<file path="config.mk">
export PLATFORM = sky130hd
export DESIGN_NAME = qspi_tx_shift
export DESIGN_NICKNAME = d
export VERILOG_FILES = /design/src/rtl/qspi_pkg.sv /design/src/rtl/qspi_beat_cnt.sv /design/src/rtl/qspi_tx_shift.sv
export SDC_FILE = /design/constraint.sdc
export NUM_CORES = 1
export LEC_CHECK = 0
export ABC_AREA = 1
export ABC_CLOCK_PERIOD_IN_PS = 1570
export CORE_AREA = 2 2 85 87
export CTS_CLUSTER_DIAMETER = 120
export DETAILED_ROUTE_END_ITERATION = 8
export DIE_AREA = 0 0 87 89
export DONT_BUFFER_PORTS = 1
export MAX_ROUTING_LAYER = met4
export PLACE_DENSITY = 0.69
export SYNTH_ARGS = -nofsm -noshare
export SYNTH_HDL_FRONTEND = slang
export SYNTH_SLANG_ARGS = --single-unit
</file>
<file path="constraint.sdc">
create_clock -name clk_i -period 1.57 [get_ports clk_i]
set_input_delay 0.314 -clock clk_i [delete_from_list [all_inputs] [get_ports clk_i]]
set_output_delay 0.314 -clock clk_i [all_outputs]
set_load 0.005 [all_outputs]
</file>
<file path="src/rtl/qspi_pkg.sv">
// rtl/qspi_pkg.sv - shared types and constants for the QSPI transmit shifter
package qspi_pkg;

  localparam int DATA_W = 32;
  localparam int CNT_W  = 5;

  // Lane mode as captured at load time
  localparam logic MODE_SINGLE = 1'b0;
  localparam logic MODE_QUAD   = 1'b1;

  typedef enum logic {
    ST_IDLE  = 1'b0,
    ST_SHIFT = 1'b1
  } state_e;

  // Index of the final beat of a word: 2*(len+1)-1 in quad mode, 8*(len+1)-1 in single mode.
  // Storing the last index rather than the beat count keeps a 32-beat word inside 5 bits.
  function automatic logic [CNT_W-1:0] last_beat_idx(input logic [1:0] len, input logic quad);
    if (quad == MODE_QUAD) begin
      return {2'b00, len, 1'b1};
    end
    return {len, 3'b111};
  endfunction

endpackage

</file>
<file path="src/rtl/qspi_beat_cnt.sv">
// rtl/qspi_beat_cnt.sv - beat counter with final-beat detection for one shifted word
module qspi_beat_cnt
  import qspi_pkg::*;
(
  input  logic       clk_i,
  input  logic       rst_ni,
  input  logic       start_i,
  input  logic       run_i,
  input  logic [1:0] len_i,
  input  logic       quad_i,
  output logic       last_o
);

  logic [CNT_W-1:0] cnt_q, cnt_d;
  logic [CNT_W-1:0] last_idx_q, last_idx_d;

  assign last_o = run_i && (cnt_q == last_idx_q);

  // Restart on every load (including one on the final beat); otherwise advance until the last index
  always_comb begin
    cnt_d      = cnt_q;
    last_idx_d = last_idx_q;
    if (start_i) begin
      cnt_d      = '0;
      last_idx_d = last_beat_idx(len_i, quad_i);
    end else if (run_i) begin
      cnt_d = last_o ? '0 : cnt_q + 5'd1;
    end
  end

  // Counter and word-length registers
  always_ff @(posedge clk_i) begin
    if (!rst_ni) begin
      cnt_q      <= '0;
      last_idx_q <= '0;
    end else begin
      cnt_q      <= cnt_d;
      last_idx_q <= last_idx_d;
    end
  end

endmodule

</file>
<file path="src/rtl/qspi_tx_shift.sv">
// rtl/qspi_tx_shift.sv - QSPI transmit shifter, quad nibble or single bit beats
module qspi_tx_shift
  import qspi_pkg::*;
(
  input  logic              clk_i,
  input  logic              rst_ni,
  input  logic [DATA_W-1:0] data_i,
  input  logic              valid_i,
  output logic              ready_o,
  input  logic [1:0]        len_i,
  input  logic              lsb_first_i,
  input  logic              quad_i,
  output logic [3:0]        qsd_o,
  output logic [3:0]        qsd_oe_o,
  output logic              busy_o,
  output logic              last_o,
  output logic              done_o
);

  state_e            state_q, state_d;
  logic [DATA_W-1:0] sr_q, sr_d;
  logic              lsb_q, lsb_d;
  logic              quad_q, quad_d;
  logic              done_q, done_d;
  logic              load;
  logic              beat_last;
  logic              shifting;
  logic [4:0]        align_sh;

  assign shifting = (state_q == ST_SHIFT);
  assign load     = valid_i && ready_o;
  // MSB-first words are left-justified so the first beat is always at the top of the register
  assign align_sh = {2'd3 - len_i, 3'b000};

  qspi_beat_cnt u_beat_cnt (
    .clk_i   (clk_i),
    .rst_ni  (rst_ni),
    .start_i (load),
    .run_i   (shifting),
    .len_i   (len_i),
    .quad_i  (quad_i),
    .last_o  (beat_last)
  );

  // State and datapath registers
  always_ff @(posedge clk_i) begin
    if (!rst_ni) begin
      state_q <= ST_IDLE;
      sr_q    <= '0;
      lsb_q   <= 1'b0;
      quad_q  <= MODE_SINGLE;
      done_q  <= 1'b0;
    end else begin
      state_q <= state_d;
      sr_q    <= sr_d;
      lsb_q   <= lsb_d;
      quad_q  <= quad_d;
      done_q  <= done_d;
    end
  end

  // Next state: a load always enters SHIFT; the final beat without a load falls back to IDLE
  always_comb begin
    state_d = state_q;
    case (state_q)
      ST_IDLE:  if (load) state_d = ST_SHIFT;
      ST_SHIFT: if (beat_last && !load) state_d = ST_IDLE;
      default:  state_d = ST_IDLE;
    endcase
  end

  // Capture on load, then move the register one beat per cycle toward the output end
  always_comb begin
    sr_d   = sr_q;
    lsb_d  = lsb_q;
    quad_d = quad_q;
    done_d = shifting && beat_last;
    if (load) begin
      sr_d   = lsb_first_i ? data_i : (data_i << align_sh);
      lsb_d  = lsb_first_i;
      quad_d = quad_i;
    end else if (shifting) begin
      if (beat_last) begin
        sr_d = '0;
      end else if (quad_q == MODE_QUAD) begin
        sr_d = lsb_q ? (sr_q >> 4) : (sr_q << 4);
      end else begin
        sr_d = lsb_q ? (sr_q >> 1) : (sr_q << 1);
      end
    end
  end

  // Outputs: idle values by default, lane data and enables while shifting
  always_comb begin
    ready_o  = 1'b1;
    busy_o   = 1'b0;
    last_o   = 1'b0;
    qsd_o    = 4'h0;
    qsd_oe_o = 4'h0;
    done_o   = done_q;
    if (shifting) begin
      ready_o = beat_last;
      busy_o  = 1'b1;
      last_o  = beat_last;
      if (quad_q == MODE_QUAD) begin
        qsd_oe_o = 4'hF;
        qsd_o    = lsb_q ? sr_q[3:0] : sr_q[DATA_W-1 -: 4];
      end else begin
        qsd_oe_o = 4'h1;
        qsd_o    = {3'b000, (lsb_q ? sr_q[0] : sr_q[DATA_W-1])};
      end
    end
  end

endmodule
</file>
==> results of run 1 <==
[stage by stage]
stage	cells	util [%]	hold WS, ns
finish	727	64.28	0.1251
global route	727	64.28	0.1288
CTS	721	60.71	0.1202
detailed placement	701	56.31	0.4599
global placement	701	56.31	0.4593
floorplan	639	-	0.4427
[final timing paths]
kind | start | to | slack, ns | cells past startpoint
worst min register to register | u_beat_cnt.last_idx_q[3] | u_beat_cnt.last_idx_q[3] | 0.47 | 2
worst min-delay path | rst_ni | sr_q[3] | 0.13 | 2
worst max-delay path | u_beat_cnt.last_idx_q[2] | sr_q[28] | -0.14 | 11
worst max register to register | u_beat_cnt.last_idx_q[2] | sr_q[28] | -0.14 | 11
[area by class of cell]
cell class / count / area, µm² / area share [%]
Multi-Input combinational cell: 469 / 2344 / 54.26
Sequential cell: 46 / 942.2 / 21.81
Timing Repair Buffer: 43 / 538.0 / 12.46
Inverter: 81 / 305.3 / 7.068
Tap cell: 80 / 100.1 / 2.317
Clock buffer: 5 / 68.82 / 1.593
Clock inverter: 3 / 21.27 / 0.4925
[sequential cells by signal, indices dropped and copies added (netlist names)]
name,count
done_o,1
lsb_q,1
quad_q,1
shifting,1
sr_q,32
u_beat_cnt.cnt_q,5
u_beat_cnt.last_idx_q,5
[kinds of logic (layout without fill, tap and decap cells)]
| family | count (synthesis) | in the layout | synth area share (%) |
|---|---|---|---|
| flip-flops | 46 | 46 | 25.15 |
| buffers and inverters | 124 | 132 | 14.53 |
| AND/OR/NAND/NOR | 294 | 294 | 33.29 |
| XOR/XNOR | 4 | 4 | 0.9571 |
| AO/OA/AOI/OAI | 170 | 170 | 25.73 |
| adder cells (fa/ha/maj) | 1 | 1 | 0.3417 |
[layer usage]
layer  GRT usage [%]  up-vias
met5               -        -
met4           7.528        0
met3           5.540       31
met2           51.70      230
met1           45.00     2007
li1                -     2073
[worst reg2reg max path: cells and delay by family, from the launching register on]
family                 cells  cell delay, ns
buffers and inverters      4            0.50
AOI/OAI and AO/OA          2            0.34
DFF                        1            0.37
and+or+nand+nor            5            0.42
[Yosys cell counts]
master / n / area [µm²]
a21oi_1: 59 / 295.3
a21oi_4: 1 / 16.27
a31oi_1: 4 / 25.02
buf_1: 5 / 18.77
buf_2: 14 / 70.07
buf_4: 5 / 37.54
buf_6: 4 / 45.04
clkbuf_1: 15 / 56.30
clkinv_1: 2 / 7.510
dfxtp_1: 46 / 920.9
ha_1: 1 / 12.51
inv_1: 77 / 289.0
inv_2: 2 / 7.510
nand2_1: 176 / 660.6
nand2_2: 5 / 31.28
nand3_1: 36 / 180.2
nand3_4: 1 / 17.52
nand4_1: 8 / 50.05
nor2_1: 58 / 217.7
nor2_2: 2 / 12.51
nor2_4: 1 / 11.26
nor3_1: 5 / 25.02
o211ai_1: 3 / 22.52
o21a_1: 1 / 7.510
o21ai_0: 72 / 360.4
o21bai_1: 21 / 157.7
o22ai_1: 8 / 50.05
o31ai_1: 1 / 7.510
or2_2: 2 / 12.51
xnor2_1: 2 / 17.52
xor2_1: 2 / 17.52
[cell usage in the layout, fill, tap and decap left out, drive strengths merged]
master and instances:
a21oi 60, a31oi 4, buf 39, bufbuf 2, clkbuf 7, clkinv 4
clkinvlp 1, dfxtp 46, ha 1, inv 79, nand2 181, nand3 37
nand4 8, nor2 61, nor3 5, o211ai 3, o21a 1, o21ai 72
o21bai 21, o22ai 8, o31ai 1, or2 2, xnor2 2, xor2 2
[power by group]
| group | total [mW] | switching, mW | internal, mW | leakage (nW) |
|---|---|---|---|---|
| combinational | 1.34 | 0.777 | 0.563 | 1.48 |
| clock | 0.769 | 0.455 | 0.314 | 0.0441 |
| sequential | 1.36 | 0.0953 | 1.27 | 0.384 |
| total | 3.47 | 1.33 | 2.15 | 1.91 |
[what timing repair did]
item,CTS,global route
buffers inserted,9,4
pin swaps,18,26
gates resized for setup,22,45
cloned,3,3
endpoints found under the setup margin,9,49
hold buffers,0,0
==> impl_metrics.json, run 1 <==
{
  "fin_area_um2": 4319,
  "globalRouteOverflowTotal": 0,
  "fp.dieW_um": 87,
  "yosysWarnings": 0,
  "crit_top_cell": "nand2_2",
  "hpwl_um": 8320,
  "start_kind": "flip-flop",
  "fin_tns_setup_ns": -3.029,
  "ys_seq_area_share_pct": 25.15,
  "cpPeakStageDelay_ns": 0.37,
  "worstMarginPinSlew_ns": 0.6153,
  "cp-end-kind": "flip-flop",
  "ios": 51,
  "antenna_cells": 0,
  "synth.distinct_cells": 31,
  "first_iter_violations": 531,
  "syn_avg_cell_area_um2": 5.729,
  "leakage_nw": 1.913,
  "required_ns": 1.81,
  "worstPathMaxFanout": 7,
  "layout-area-overhead-vs-synth_pct": 17.98,
  "die_area_um2": 7743,
  "nets": 686,
  "core_um2": 6719,
  "fmaxAchievable_mhz": 585.7,
  "drtAntennaViolNets": 0,
  "hold_viol": 0,
  "initial_utilization_pct": 54.49,
  "clkTransAtPathRegs_ns": 0.10,
  "die_y_um": 89,
  "numPortBuffers": 0,
  "violations": "setup timing",
  "placed_area_um2": 3784,
  "worstPathArrival_ns": 1.95,
  "slew_violations": 0,
  "min_period_over_period_pct": 108.7,
  "antenna_found_initial": 0,
  "insertion_delay_ns": 0.32,
  "slew_headroom_pct": 58.93,
  "synth_area_um2": 3661,
  "cts_max_level": 2,
  "pre_cts_ws_ns": 0.02253,
  "viasPerCell": 5.971,
  "crit_family": "buffers and inverters",
  "cts.sinks": 46,
  "cts_buffers": 5,
  "wire_per_inst_um": 17.30,
  "grt_pass1_wl_um": 19520,
  "drive_above_1_share_pct": 17.62,
  "setup_viol": 36,
  "wirelength_met1_um": 5398,
  "dr.pass1.iters": 6,
  "status": "finished with violations",
  "fin_worst_skew_ns": 0.01520,
  "cellPowerDensity_nw_per_um2": 804.3,
  "power_mw": 3.474,
  "fillers": 624,
  "rows": 30,
  "syn-num-nets": 679,
  "root_buffer": "clkbuf_8",
  "routed_wl_um": 12580,
  "wl_met2_um": 5691,
  "vias": 4341,
  "place_congestion": 0.9619,
  "syn_inst": 639,
  "maxCapViolations": 0,
  "synth-seq-cells": 46,
  "cts_tree": "done",
  "hold_class": "in2reg",
  "met3_length_um": 1182,
  "crit_chain": "inv_2 -> nand2_2 -> nand2_2 -> nor2_4 -> nand3_4 -> buf_6 -> a21oi_4 -> buf_12 -> clkbuf_16 -> nand2_2 -> a21oi_2",
  "highest_layer": "met4",
  "setup_ws_ns": -0.1372,
  "grt_pass1_vias": 3925,
  "critPathSlowestCell": "dfxtp_2",
  "grt_max_degree": 39,
  "rsz0062_at_grt": "yes",
  "grtUsageTotal_pct": 33.11,
  "max-clock-path-buffers": 2,
  "path_class": "reg2reg",
  "drc": 0,
  "peakVddDrop_uv": 373.4,
  "timing.final.crit_period_ns": 1.707,
  "worst-path-buf-inv": 4
}
No activity file was read; power rests on OpenSTA's default activity.
==> run 2: changes to the inputs <==
Settings changed: SKIP_LAST_GASP set to 1.
==> run 2 against run 1 <==
Compared with the run above: the flow still finishes with violations (setup timing); maximum frequency up 0.50%; critical path depth did not move; sequential power about the same; power increased by 0.56%; global-route usage hardly changed; cell count rose by 0.14%; utilization is 0.65 points higher; flip-flop and latch count unchanged; critical path type unchanged; largest power group unchanged; highest routed layer unchanged.
==> impl_metrics.json, run 2 (synthesis results as in run 1) <==
{
  "cts_hold_buf": 0,
  "leakage_nw": 1.929,
  "drtAntennaViolNets": 0,
  "seqPwrFrac_pct": 39.1,
  "maxCapViolations": 0,
  "fp.dieW_um": 87,
  "r2r_slack_ns": -0.13,
  "cpPeakStageDelay_ns": 0.36,
  "routed_wl_um": 12650,
  "wire_per_inst_um": 17.38,
  "globalRouteOverflowTotal": 0,
  "ios": 51,
  "hpwl_um": 8320,
  "worstSetupStartpoint": "u_beat_cnt.cnt_q[2]",
  "nets": 687,
  "clkTransAtPathRegs_ns": 0.10,
  "min_period_over_period_pct": 108.2,
  "holdWs_ns": 0.1291,
  "crit_chain": "inv_2 -> nand2_2 -> nand2_2 -> nor2_4 -> nand3_4 -> buf_6 -> a21oi_4 -> buf_12 -> clkbuf_16 -> nand2_2 -> a21oi_1",
  "cts_tree": "done",
  "setup_viol": 35,
  "required_ns": 1.80,
  "root_buffer": "clkbuf_8",
  "vias": 4374,
  "first_iter_violations": 498,
  "grt_pass1_wl_um": 19540,
  "power.internal_mw": 2.154,
  "violations": "setup timing",
  "hold_viol": 0,
  "grt_max_degree": 39,
  "worstPathArrival_ns": 1.93,
  "mostFrequentLayoutCell": "nand2_1",
  "clockPowerShare_pct": 21.9,
  "rows": 30,
  "die_y_um": 89,
  "cts_buffers": 5,
  "timing.final.crit_period_ns": 1.699,
  "fin_tns_setup_ns": -3.215,
  "worst-path-buf-inv": 4,
  "cts.sinks": 46,
  "worstMarginPinSlew_ns": 0.6094,
  "max-clock-path-buffers": 2,
  "rsz0062_at_grt": "yes",
  "status": "finished with violations",
  "numPlacedInstances": 701,
  "hold_class": "in2reg",
  "grtUsageTotal_pct": 33.15,
  "critPathSlowestCell": "dfxtp_2",
  "layout-area-overhead-vs-synth_pct": 19.17,
  "fin_worst_skew_ns": 0.01385,
  "antenna_cells": 0,
  "fillers": 616,
  "worstHoldStart": "rst_ni",
  "crit_top_cell": "nand2_2",
  "slew_headroom_pct": 59.33,
  "slew_violations": 0,
  "fin_area_um2": 4363,
  "regMostFlops": "sr_q",
  "cp-end-kind": "flip-flop",
  "cellPowerDensity_nw_per_um2": 800.6,
  "path_class": "reg2reg",
  "placed_area_um2": 3784,
  "core_um2": 6719,
  "crit_family": "buffers and inverters",
  "dr.pass1.iters": 7,
  "cts_max_level": 2,
  "insertion_delay_ns": 0.32,
  "power.share.switching_pct": 38.35,
  "start_kind": "flip-flop",
  "worstPathMaxFanout": 7,
  "initial_utilization_pct": 54.49,
  "place_congestion": 0.9619,
  "drc": 0,
  "grt_pass1_vias": 3925,
  "r2r-start": "u_beat_cnt.cnt_q[2]",
  "layout_common_cells": "160 x nand2_1, 72 x inv_1, 68 x o21ai_0",
  "die_area_um2": 7743,
  "pwr-share-comb_pct": 39.0,
  "drive_above_1_share_pct": 19.14,
  "netSwitchingPower_mw": 1.339,
  "peakVddDrop_uv": 373.5,
  "viasPerCell": 6.008,
  "finalNonFillerCells": 728,
  "setup_ws_ns": -0.1287,
  "fmaxAchievable_mhz": 588.7,
  "largest_reg_flops": 32,
  "reg_top3": "sr_q (32), u_beat_cnt.cnt_q (5), u_beat_cnt.last_idx_q (5)",
  "numPortBuffers": 0,
  "antenna_found_initial": 0
}
-- run 2: final cells by class --
class	instances	area (µm²)	area share, %
tap	80	100.1	2.294
clock inverter	3	21.27	0.4875
timing repair buffer	44	545.5	12.50
clock buffer	5	68.82	1.577
inverter	81	305.3	6.997
multi-input combinational	469	2380	54.55
sequential	46	942.2	21.59
-- run 2: timing repair --
action | CTS | global route
gates resized for setup | 21 | 57
pin swaps | 5 | 29
cloned | 3 | 3
endpoints found under the setup margin | 9 | 50
buffers inserted | 9 | 5
-- run 2: metal layers --
metal / wire, µm / track usage, % / vias to the layer above
met2: 5660 / 52.39 / 266
met1: 5273 / 44.55 / 2003
met5: 0 / - / -
met4: 370 / 6.534 / 0
met3: 1345 / 6.187 / 30
li1: - / - / 2075
-- run 2: path summary, 6_finish.rpt --
check	to	cells after the start
hold reg to reg	u_beat_cnt.last_idx_q[0]	2
setup / recovery	sr_q[20]	11
hold / removal	sr_q[3]	2
setup reg to reg	sr_q[20]	11
-- run 2: power groups by stage --
stage	Sequential (mW)	Combinational, mW	Clock (mW)
4_1_cts	1.36	1.17	0.769
6_report	1.36	1.36	0.765
3_3_place_gp	1.38	1.04	0
5_1_grt	1.37	1.49	0.799
3_5_place_dp	1.38	1.05	0
2_1_floorplan	1.35	0.806	0
-- run 2: worst reg2reg max path: cells and delay by family, from the launching register on --
family          cells  cell delay (ns)
flops               1             0.36
compound gates      2             0.31
buf+inv             4             0.52
simple gates        5             0.43
-- run 2: per-stage QoR --
step / total power [mW] / util, % / setup WS (ns)
after global placement: 2.419 / 56.31 / 0.08028
final: 3.493 / 64.93 / -0.1287
after detailed placement: 2.429 / 56.31 / 0.02253
after CTS: 3.302 / 60.67 / -0.05943
after global routing: 3.662 / 64.93 / -0.1810
after floorplan: 2.152 / - / 0.09360
